### src/rtl/multi_cycle_control_pkg.sv
// Shared defines for the multi-cycle controller: opcodes, state encodings,
// instruction classes and ALU operation class constants.
package multi_cycle_control_pkg;

    localparam logic [6:0] OP_R      = 7'b0110011;
    localparam logic [6:0] OP_I      = 7'b0010011;
    localparam logic [6:0] OP_LOAD   = 7'b0000011;
    localparam logic [6:0] OP_STORE  = 7'b0100011;
    localparam logic [6:0] OP_BRANCH = 7'b1100011;
    localparam logic [6:0] OP_LUI    = 7'b0110111;
    localparam logic [6:0] OP_AUIPC  = 7'b0010111;
    localparam logic [6:0] OP_JAL    = 7'b1101111;
    localparam logic [6:0] OP_JALR   = 7'b1100111;

    typedef enum logic [2:0] {
        ST_FETCH  = 3'd0,
        ST_DECODE = 3'd1,
        ST_EXEC   = 3'd2,
        ST_MEM    = 3'd3,
        ST_WB     = 3'd4,
        ST_TRAP   = 3'd5
    } state_t;

    // CLS_NOP doubles as the reset value and the class of unknown opcodes.
    typedef enum logic [3:0] {
        CLS_NOP    = 4'd0,
        CLS_R      = 4'd1,
        CLS_I      = 4'd2,
        CLS_LOAD   = 4'd3,
        CLS_STORE  = 4'd4,
        CLS_BRANCH = 4'd5,
        CLS_LUI    = 4'd6,
        CLS_AUIPC  = 4'd7,
        CLS_JAL    = 4'd8,
        CLS_JALR   = 4'd9
    } op_class_t;

    localparam logic [2:0] ALU_NOP    = 3'b000;
    localparam logic [2:0] ALU_ADD    = 3'b000;
    localparam logic [2:0] ALU_BRANCH = 3'b001;
    localparam logic [2:0] ALU_R      = 3'b010;
    localparam logic [2:0] ALU_I      = 3'b011;
    localparam logic [2:0] ALU_LUI    = 3'b100;
    localparam logic [2:0] ALU_AUIPC  = 3'b101;
    localparam logic [2:0] ALU_JUMP   = 3'b110;

    typedef struct packed {
        logic [2:0] alu_op;
        logic       src1;
        logic       src2;
    } exec_ctrl_t;

    function automatic op_class_t decode_class(input logic [6:0] op);
        case (op)
            OP_R:      return CLS_R;
            OP_I:      return CLS_I;
            OP_LOAD:   return CLS_LOAD;
            OP_STORE:  return CLS_STORE;
            OP_BRANCH: return CLS_BRANCH;
            OP_LUI:    return CLS_LUI;
            OP_AUIPC:  return CLS_AUIPC;
            OP_JAL:    return CLS_JAL;
            OP_JALR:   return CLS_JALR;
            default:   return CLS_NOP;
        endcase
    endfunction

    function automatic exec_ctrl_t exec_ctrl(input op_class_t cls);
        exec_ctrl_t c;
        c.alu_op = ALU_NOP;
        c.src1   = 1'b0;
        c.src2   = 1'b0;
        case (cls)
            CLS_R:      c.alu_op = ALU_R;
            CLS_I:      begin c.alu_op = ALU_I;     c.src2 = 1'b1; end
            CLS_LOAD,
            CLS_STORE:  begin c.alu_op = ALU_ADD;   c.src2 = 1'b1; end
            CLS_BRANCH: c.alu_op = ALU_BRANCH;
            CLS_LUI:    begin c.alu_op = ALU_LUI;   c.src2 = 1'b1; end
            CLS_AUIPC:  begin c.alu_op = ALU_AUIPC; c.src1 = 1'b1; c.src2 = 1'b1; end
            CLS_JAL:    begin c.alu_op = ALU_JUMP;  c.src1 = 1'b1; c.src2 = 1'b1; end
            CLS_JALR:   begin c.alu_op = ALU_JUMP;  c.src2 = 1'b1; end
            default:    ;
        endcase
        return c;
    endfunction

endpackage

### src/rtl/multi_cycle_control_wait_timer.sv
// Wait counter for memory handshakes: clears on request, counts enabled
// cycles and flags timeout once it reaches WAIT_MAX-1.
module multi_cycle_control_wait_timer #(
    parameter int WAIT_MAX = 16
) (
    input  logic clk,
    input  logic rst,
    input  logic clear,
    input  logic enable,
    output logic timeout
);

    localparam int CNT_W = $clog2(WAIT_MAX);
    localparam logic [CNT_W-1:0] LAST = CNT_W'(WAIT_MAX - 1);

    logic [CNT_W-1:0] count;

    // Saturates at LAST; the controller clears it on the timeout cycle anyway.
    always_ff @(posedge clk) begin
        if (rst || clear) begin
            count <= '0;
        end else if (enable && !timeout) begin
            count <= count + 1'b1;
        end
    end

    assign timeout = (count == LAST);

endmodule

### src/rtl/multi_cycle_control.sv
// Multi-cycle FETCH/DECODE/EXEC/MEM/WB control FSM with memory wait timeout.
// Optional: define MULTI_CYCLE_CONTROL_ILLEGAL_TRAP_EN to trap unknown opcodes.
module multi_cycle_control
    import multi_cycle_control_pkg::*;
#(
    parameter int ALUOP_W  = 3,
    parameter int WAIT_MAX = 16
) (
    input  logic               i_clk,
    input  logic               i_rst,
    input  logic [6:0]         i_OPCode,
    input  logic               i_IMemReady,
    input  logic               i_DMemReady,
    input  logic               i_Stall,
    output logic [2:0]         o_State,
    output logic               o_IMemRead,
    output logic               o_IRWrite,
    output logic               o_PCWrite,
    output logic               o_Jump,
    output logic               o_Branch,
    output logic               o_MemRead,
    output logic               o_MemWrite,
    output logic               o_MemToReg,
    output logic               o_ALUSrc1,
    output logic               o_ALUSrc2,
    output logic               o_RegWrite,
    output logic [ALUOP_W-1:0] o_ALUOp,
    output logic               o_Illegal,
    output logic               o_BusErr
);

    state_t     state, state_next;
    op_class_t  cls;
    exec_ctrl_t ctrl;
    logic       post_rst, quiet;
    logic       waiting, ready_sel, timeout, wait_clear, wait_en;
    logic       imem_read, ir_write, pc_write, jump, branch;
    logic       mem_read, mem_write, mem_to_reg, src1, src2, reg_write, bus_err;
    logic [2:0] alu_op;
`ifdef MULTI_CYCLE_CONTROL_ILLEGAL_TRAP_EN
    logic       trap_seen, illegal;
`endif

    // The reset cycle and the one after it are silent: nothing is strobed.
    assign quiet = i_rst | post_rst;
    assign ctrl  = exec_ctrl(cls);

    always_ff @(posedge i_clk) begin
        if (i_rst) begin
            state    <= ST_FETCH;
            cls      <= CLS_NOP;
            post_rst <= 1'b1;
        end else begin
            state    <= state_next;
            post_rst <= 1'b0;
            if (state == ST_DECODE && !i_Stall) begin
                cls <= decode_class(i_OPCode);
            end
        end
    end

`ifdef MULTI_CYCLE_CONTROL_ILLEGAL_TRAP_EN
    always_ff @(posedge i_clk) begin
        if (i_rst) begin
            trap_seen <= 1'b0;
        end else if (illegal) begin
            trap_seen <= 1'b1;
        end
    end
`endif

    always_comb begin
        state_next = state;
        waiting    = 1'b0;
        ready_sel  = 1'b0;
        imem_read  = 1'b0;
        ir_write   = 1'b0;
        pc_write   = 1'b0;
        jump       = 1'b0;
        branch     = 1'b0;
        mem_read   = 1'b0;
        mem_write  = 1'b0;
        mem_to_reg = 1'b0;
        src1       = 1'b0;
        src2       = 1'b0;
        reg_write  = 1'b0;
        bus_err    = 1'b0;
        alu_op     = ALU_NOP;
`ifdef MULTI_CYCLE_CONTROL_ILLEGAL_TRAP_EN
        illegal    = 1'b0;
`endif
        if (!quiet) begin
            case (state)
                ST_FETCH: begin
                    waiting   = 1'b1;
                    ready_sel = i_IMemReady;
                    imem_read = 1'b1;
                    if (i_IMemReady) begin
                        ir_write = 1'b1;
                        pc_write = 1'b1;
                        if (!i_Stall) state_next = ST_DECODE;
                    end else if (timeout && !i_Stall) begin
                        imem_read = 1'b0;
                        bus_err   = 1'b1;
                    end
                end
                ST_DECODE: begin
                    if (!i_Stall) begin
`ifdef MULTI_CYCLE_CONTROL_ILLEGAL_TRAP_EN
                        state_next = (decode_class(i_OPCode) == CLS_NOP) ? ST_TRAP : ST_EXEC;
`else
                        state_next = ST_EXEC;
`endif
                    end
                end
                ST_EXEC: begin
                    alu_op = ctrl.alu_op;
                    src1   = ctrl.src1;
                    src2   = ctrl.src2;
                    case (cls)
                        CLS_BRANCH: begin
                            branch = 1'b1;
                            if (!i_Stall) state_next = ST_FETCH;
                        end
                        CLS_JAL, CLS_JALR: begin
                            jump     = 1'b1;
                            pc_write = 1'b1;
                            if (!i_Stall) state_next = ST_WB;
                        end
                        CLS_LOAD, CLS_STORE: begin
                            if (!i_Stall) state_next = ST_MEM;
                        end
                        CLS_NOP: begin
                            if (!i_Stall) state_next = ST_FETCH;
                        end
                        default: begin
                            if (!i_Stall) state_next = ST_WB;
                        end
                    endcase
                end
                ST_MEM: begin
                    waiting   = 1'b1;
                    ready_sel = i_DMemReady;
                    mem_read  = (cls == CLS_LOAD);
                    mem_write = (cls == CLS_STORE);
                    if (i_DMemReady) begin
                        if (!i_Stall) state_next = (cls == CLS_LOAD) ? ST_WB : ST_FETCH;
                    end else if (timeout && !i_Stall) begin
                        mem_read   = 1'b0;
                        mem_write  = 1'b0;
                        bus_err    = 1'b1;
                        state_next = ST_FETCH;
                    end
                end
                ST_WB: begin
                    reg_write  = 1'b1;
                    mem_to_reg = (cls == CLS_LOAD);
                    if (!i_Stall) state_next = ST_FETCH;
                end
`ifdef MULTI_CYCLE_CONTROL_ILLEGAL_TRAP_EN
                ST_TRAP: begin
                    illegal = !trap_seen;
                end
`endif
                default: state_next = ST_FETCH;
            endcase
        end
    end

    // Leaving any state (or a timeout) restarts the count for the next wait.
    assign wait_clear = (state_next != state) | bus_err;
    assign wait_en    = waiting & ~ready_sel & ~i_Stall;

    multi_cycle_control_wait_timer #(
        .WAIT_MAX (WAIT_MAX)
    ) u_wait_timer (
        .clk     (i_clk),
        .rst     (i_rst),
        .clear   (wait_clear),
        .enable  (wait_en),
        .timeout (timeout)
    );

    assign o_State    = state;
    assign o_IMemRead = imem_read;
    assign o_IRWrite  = ir_write  & ~i_Stall;
    assign o_PCWrite  = pc_write  & ~i_Stall;
    assign o_Jump     = jump      & ~i_Stall;
    assign o_Branch   = branch    & ~i_Stall;
    assign o_MemRead  = mem_read;
    assign o_MemWrite = mem_write & ~i_Stall;
    assign o_MemToReg = mem_to_reg;
    assign o_ALUSrc1  = src1;
    assign o_ALUSrc2  = src2;
    assign o_RegWrite = reg_write & ~i_Stall;
    assign o_ALUOp    = ALUOP_W'(alu_op);
    assign o_BusErr   = bus_err;
`ifdef MULTI_CYCLE_CONTROL_ILLEGAL_TRAP_EN
    assign o_Illegal  = illegal;
`else
    assign o_Illegal  = 1'b0;
`endif

endmodule
### config.mk
export PLATFORM = sky130hd
export DESIGN_NAME = multi_cycle_control
export DESIGN_NICKNAME = d
export VERILOG_FILES = /design/src/rtl/multi_cycle_control_pkg.sv /design/src/rtl/multi_cycle_control_wait_timer.sv /design/src/rtl/multi_cycle_control.sv
export SDC_FILE = /design/constraint.sdc
export NUM_CORES = 1
export LEC_CHECK = 0
export BUFFER_PORTS_ARGS = -buffer_cell sky130_fd_sc_hd__buf_2
export CORE_UTILIZATION = 55
export CTS_CLUSTER_SIZE = 20
export DETAILED_ROUTE_END_ITERATION = 8
export GPL_ROUTABILITY_DRIVEN = 0
export PLACE_DENSITY = 0.81
export SYNTH_ARGS = -nofsm -noshare
export SYNTH_HDL_FRONTEND = slang
export SYNTH_SLANG_ARGS = --single-unit
### constraint.sdc
create_clock -name i_clk -period 3.9 [get_ports i_clk]
set_input_delay 0.195 -clock i_clk [delete_from_list [all_inputs] [get_ports i_clk]]
set_output_delay 0.195 -clock i_clk [all_outputs]
set_load 0.03 [all_outputs]
# [After elaboration in Yosys (flattened, before gate mapping)]
# Cells that the tools add are included.
# W data, S select, Z words.
[totals] ff_bits=12 inputBits=12 output_inout_bits=19
[op_classes] add_sub_neg=1 n_eq_ne=24 mux=60 n_bitwise=12 n_reduce_logical=14
[ops] operator="$mux W1" n=40
[ops] operator="$mux W3" n=13
[ops] operator="$pmux W4 S9" n=1
[ops] operator="$eq A7 B6 Y1 const B" n=3
[ops] operator="$eq A7 B7 Y1 const B" n=3
[ops] operator="$pmux W3 S6" n=1
[ops] operator="$eq A4 B3 Y1 const B" n=4
[ops] operator="$pmux W3 S5" n=1
[ops] operator="$eq A7 B5 Y1 const B" n=2
[ops] operator="$eq A4 B4 Y1 const B" n=3
[ops] operator="$reduce_or A2 Y1" n=5
[ops] operator="$and A1 B1 Y1" n=8
[ops] operator="$eq A4 B2 Y1 const B" n=2
[ops] operator="$eq A7 B2 Y1 const B" n=1
[ops] operator="$reduce_or A7 Y1" n=1
[ops] operator="$eq A3 B2 Y1 const B" n=2
[ops] operator="$pmux W1 S2" n=3
[ops] operator="$pmux W3 S2" n=1
[ops] operator="$add A4 B1 Y4 const B" n=1
[ops] operator="$eq A4 B1 Y1 const B" n=1
[ops] operator="$logic_not A4 Y1" n=1
[ops] operator="$eq A3 B1 Y1 const B" n=1
[ops] operator="$eq A3 B3 Y1 const B" n=1
[ops] operator="$logic_and A1 B1 Y1" n=3
[ops] operator="6 further kinds" n=9

# [Depth between registers and ports, before layout]
[logic_depth] depth_word=9 ltp_mapped=6

# [Modules after synthesis]
# A second synthesis with hierarchy kept.
[unflattened] cells_unflattened=151 area_unflattened_um2=1136.1
[modules_own_cells] mod="multi_cycle_control" n_inst=1 cells_per_inst=129 area_each_um2=924.6
[modules_own_cells] mod="multi_cycle_control_wait_timer" n_inst=1 cells_per_inst=22 area_each_um2=211.5

# [Least setup slack after synthesis]
# OpenSTA, ideal clock, no wires.
[synth_path] path_type="register to output" start="register state[1] (netlist: o_State[1])" end="output port o_MemWrite" arrival_ps=2299 required_ps=3705 path_slack_ps=1406 path_stages_with_launch=5 path_buffers=1 cell_sequence="dfxtp_1 -> clkbuf_1 -> nand2_1 -> a2111o_1 -> nor4_1"
[synth_via] elab_chain_len=4
[synth_rtl] element="start: declaration" line="multi_cycle_control.sv:32" source="state_t state, state_next;"
[synth_rtl] element="start signal: assignment" line="multi_cycle_control.sv:54" source="state <= state_next;"
[synth_rtl] element="$eq A3 B2 Y1" line="multi_cycle_control.sv:93" source="case (state)"
[synth_rtl] element="$mux W1" line="multi_cycle_control.sv:93"
[synth_rtl] element="$mux W1" line="multi_cycle_control.sv:92" source="if (!quiet) begin"
[synth_rtl] element="$and A1 B1 Y1" line="multi_cycle_control.sv:191" source="assign o_MemWrite = mem_write & ~i_Stall;"
[synth_rtl] element="end: declaration" line="multi_cycle_control.sv:22" source="output logic o_MemWrite,"
# Every way passes these cells.

# [Final worst setup path]
[layout_path] start="register u_wait_timer.count[0]" end="output port o_MemWrite"
[layout_via] elab_chain_len=7
[layout_rtl] element="start: declaration" line="multi_cycle_control_wait_timer.sv:16" source="logic [CNT_W-1:0] count;"
[layout_rtl] element="start signal: assignment" line="multi_cycle_control_wait_timer.sv:23" source="count <= count + 1'b1;"
[layout_rtl] element="$eq A4 B4 Y1" line="multi_cycle_control_wait_timer.sv:27" source="assign timeout = (count == LAST);"
[layout_rtl] element="$logic_and A1 B1 Y1" line="multi_cycle_control.sv:148" source="end else if (timeout && !i_Stall) begin"
[layout_rtl] element="$mux W1" line="multi_cycle_control.sv:148"
[layout_rtl] element="$mux W1" line="multi_cycle_control.sv:146" source="if (i_DMemReady) begin"
[layout_rtl] element="$mux W1" line="multi_cycle_control.sv:93"
[layout_rtl] element="$mux W1" line="multi_cycle_control.sv:92"
[layout_rtl] element="$and A1 B1 Y1" line="multi_cycle_control.sv:191"
# Every way passes these cells.

==> metrics <==
status complete, no violations; clock root buffer master clkbuf_4; Buffers on Ports 29; Synth Flop Type dfxtp_1; Post-Syn Instances roughly 150; final setup fails 0; sequential fraction of the synthesis area between 20% and 30%; dpl cells approximately 200; setup TNS 0 ns; Post-Syn Area between 0.001 and 0.0015 sq mm; Worst path slowest cell a2111o_1; Worst-Margin Slew about 0.54 ns; Reg2Reg Depth 6; Synth area leaders dfxtp_1 (22%), a21oi_1 (6.5%), nor2_1 (6.3%), nand2_1 (5.6%), nor3_1 (4.2%); RSZ-0062 raised after global routing false; hold_sp i_rst; Tot GR Track Use between 20% and 30%; average size of a mapped cell 7.03 sq um; FF+latch count, synth 12; TritonCTS clock tree built; DRT Pass-1 Iters 4; hold slack roughly 0.15 ns; Layout area overhead 14.9%; setup bufs post-CTS 0; Synth cell types 46; Top delay family on crit path simple AND/OR/NAND/NOR gates; placed instance area approximately 0.0012 sq mm; chip height about 46 um; YS warnings 0; Slew Limit Fails 0; DRC Markers 0; Max clock buf depth 2; Post-Syn Nets between 150 and 200; total core area between 0.0015 and 0.002 sq mm; Leakage Power ~0.49 nW; WP data required between 3 and 4 ns; largest net degree at the start of global routing 17; total wire length ~2800 um; Worst R2R End u_wait_timer.count[1]; IO Pins 31; Initial Util 60.4%; vias in the first global route 1059; Final Cell Area 0.00124 sq mm; routed vias/inst between 6 and 7; Crit Path Max Fanout 7; pwr dens around 220 mW/mm^2; Placement Setup Slack about 1.9 ns; final worst path period share 58.2%; Critical Path End Type output port; critical path depth 6; worst skew pair latency approximately 0.27 ns; CTS Hold Bufs 0; diode count 0; row cnt 15; CTS sink count 12; CP Cell Sequence ha_1 -> nand3_1 -> nor2_1 -> a2111o_1 -> nor4_1 -> buf_2; final-stage net count 189; Rel. slew slack between 60% and 70%; CP endpoint o_MemWrite; critical path class flop to output port; proportion of layout cells with a drive suffix above 1 ~25%; total power between 0.2 and 0.3 mW; Hold Vio Cnt, Final 0; VDD IR max 0.284 mV; Resized cells post-CTS 0; clock slew at reported path FFs 0.09 ns; EDFF count, synth 0; final setup margin ~1.6 ns; ys async rst share 0%; hpwl dp 2150 um; Die Wd 46.2 um; Die ar. approximately 0.0021 sq mm; fmax about 440 MHz; Tmin final around 2.3 ns; top cells by count, synth nor2_1 (18), nand2_1 (16), a21oi_1 (14); largest area contributor in the netlist dfxtp_1; Reg2Reg Setup Slack ~1.8 ns; final non-filler cell total 200; antenna violations before repair 0; CP peak stage delay around 0.45 ns; Max-cap violations 0; post-route ant nets 0; global route overflow 0; cell with the most instances after synthesis nor2_1; Critical R2R Launch u_wait_timer.count[0]; routed vias about 1200; clk_skew ~0.011 ns; Startpoint Class flop; routed len/inst 13.9 um; Initial DRC Count 37; crit path DAT roughly 2.1 ns; Final Util 69.3%; global-route wire length before repair ~4400 um; Crit. Startpoint u_wait_timer.count[0]; # H-tree levels 1; total CTS buffers 3; Synth top area share 22.3%; worst hold path type primary input to flop; Worst Path Buf+Inv 1
## layout make-up
type                       count  area [sq um]
timing repair buffer          29           145
clock buffer                   4          36.3
inverter                       5          18.8
fill                         158           547
sequential                    12           240
tap                           25          31.3
multi-input combinational    125           764
## routing by layer
metal,routed length [um],share of wire (%),track usage (%)
met3,129,4.6,3.53
met2,1390,50,50.7
met5,0,0,0
met1,1220,44,35.3
met4,29,1.0,7.06
## power by group
| group | leakage, nW | total, mW | internal [mW] | switching [mW] |
|---|---|---|---|---|
| Clock | 0.0210 | 0.100 | 0.0567 | 0.0437 |
| Sequential | 0.0971 | 0.127 | 0.124 | 0.00289 |
| Combinational | 0.376 | 0.0413 | 0.0151 | 0.0262 |
| Total | 0.494 | 0.268 | 0.196 | 0.0728 |
## worst min-delay path by stage
stage	to	slack (ns)	depth (start not counted)
5_1_grt	post_rst	0.16	1
3_3_place_gp	post_rst	0.44	1
3_5_place_dp	post_rst	0.44	1
2_1_floorplan	post_rst	0.22	0
4_1_cts	post_rst	0.15	1
6_report	post_rst	0.15	1
## flip-flops by register name (all words and copies together), names as in the netlist
name and flops:
cls 4, o_State 3, u_wait_timer.count 4, post_rst 1
## cells in the final DEF (no fill, tap or decap), types with 2 or more instances in the layout
cell and count:
clkbuf_4 3, nor2_1 18, nand3_1 6, xor2_1 2, or3_1 2, nor3_1 9
o21bai_1 2, nor4_1 5, or2_2 4, and3_1 3, dfxtp_1 12, nand2b_1 4
a21oi_1 14, a31oi_1 2, o22ai_1 3, nand2_1 16, buf_2 29, inv_1 5
o21ai_0 5, nand3b_1 3, xnor2_1 2, nand4_1 2
## kinds of logic (layout without fill, tap and decap cells)
| family | Yosys count | count (layout) | share of synthesized area (%) |
|---|---|---|---|
| buf+inv | 16 | 38 | 6.63 |
| mux | 1 | 1 | 0.930 |
| xor+xnor | 4 | 4 | 3.26 |
| other cells | 1 | 1 | 0.349 |
| flops | 12 | 12 | 22.3 |
| fa+ha+maj | 1 | 1 | 1.16 |
| simple gates | 81 | 81 | 40.3 |
| compound gates | 37 | 37 | 25.0 |
Note: power is estimated with default switching activity, not from simulation.
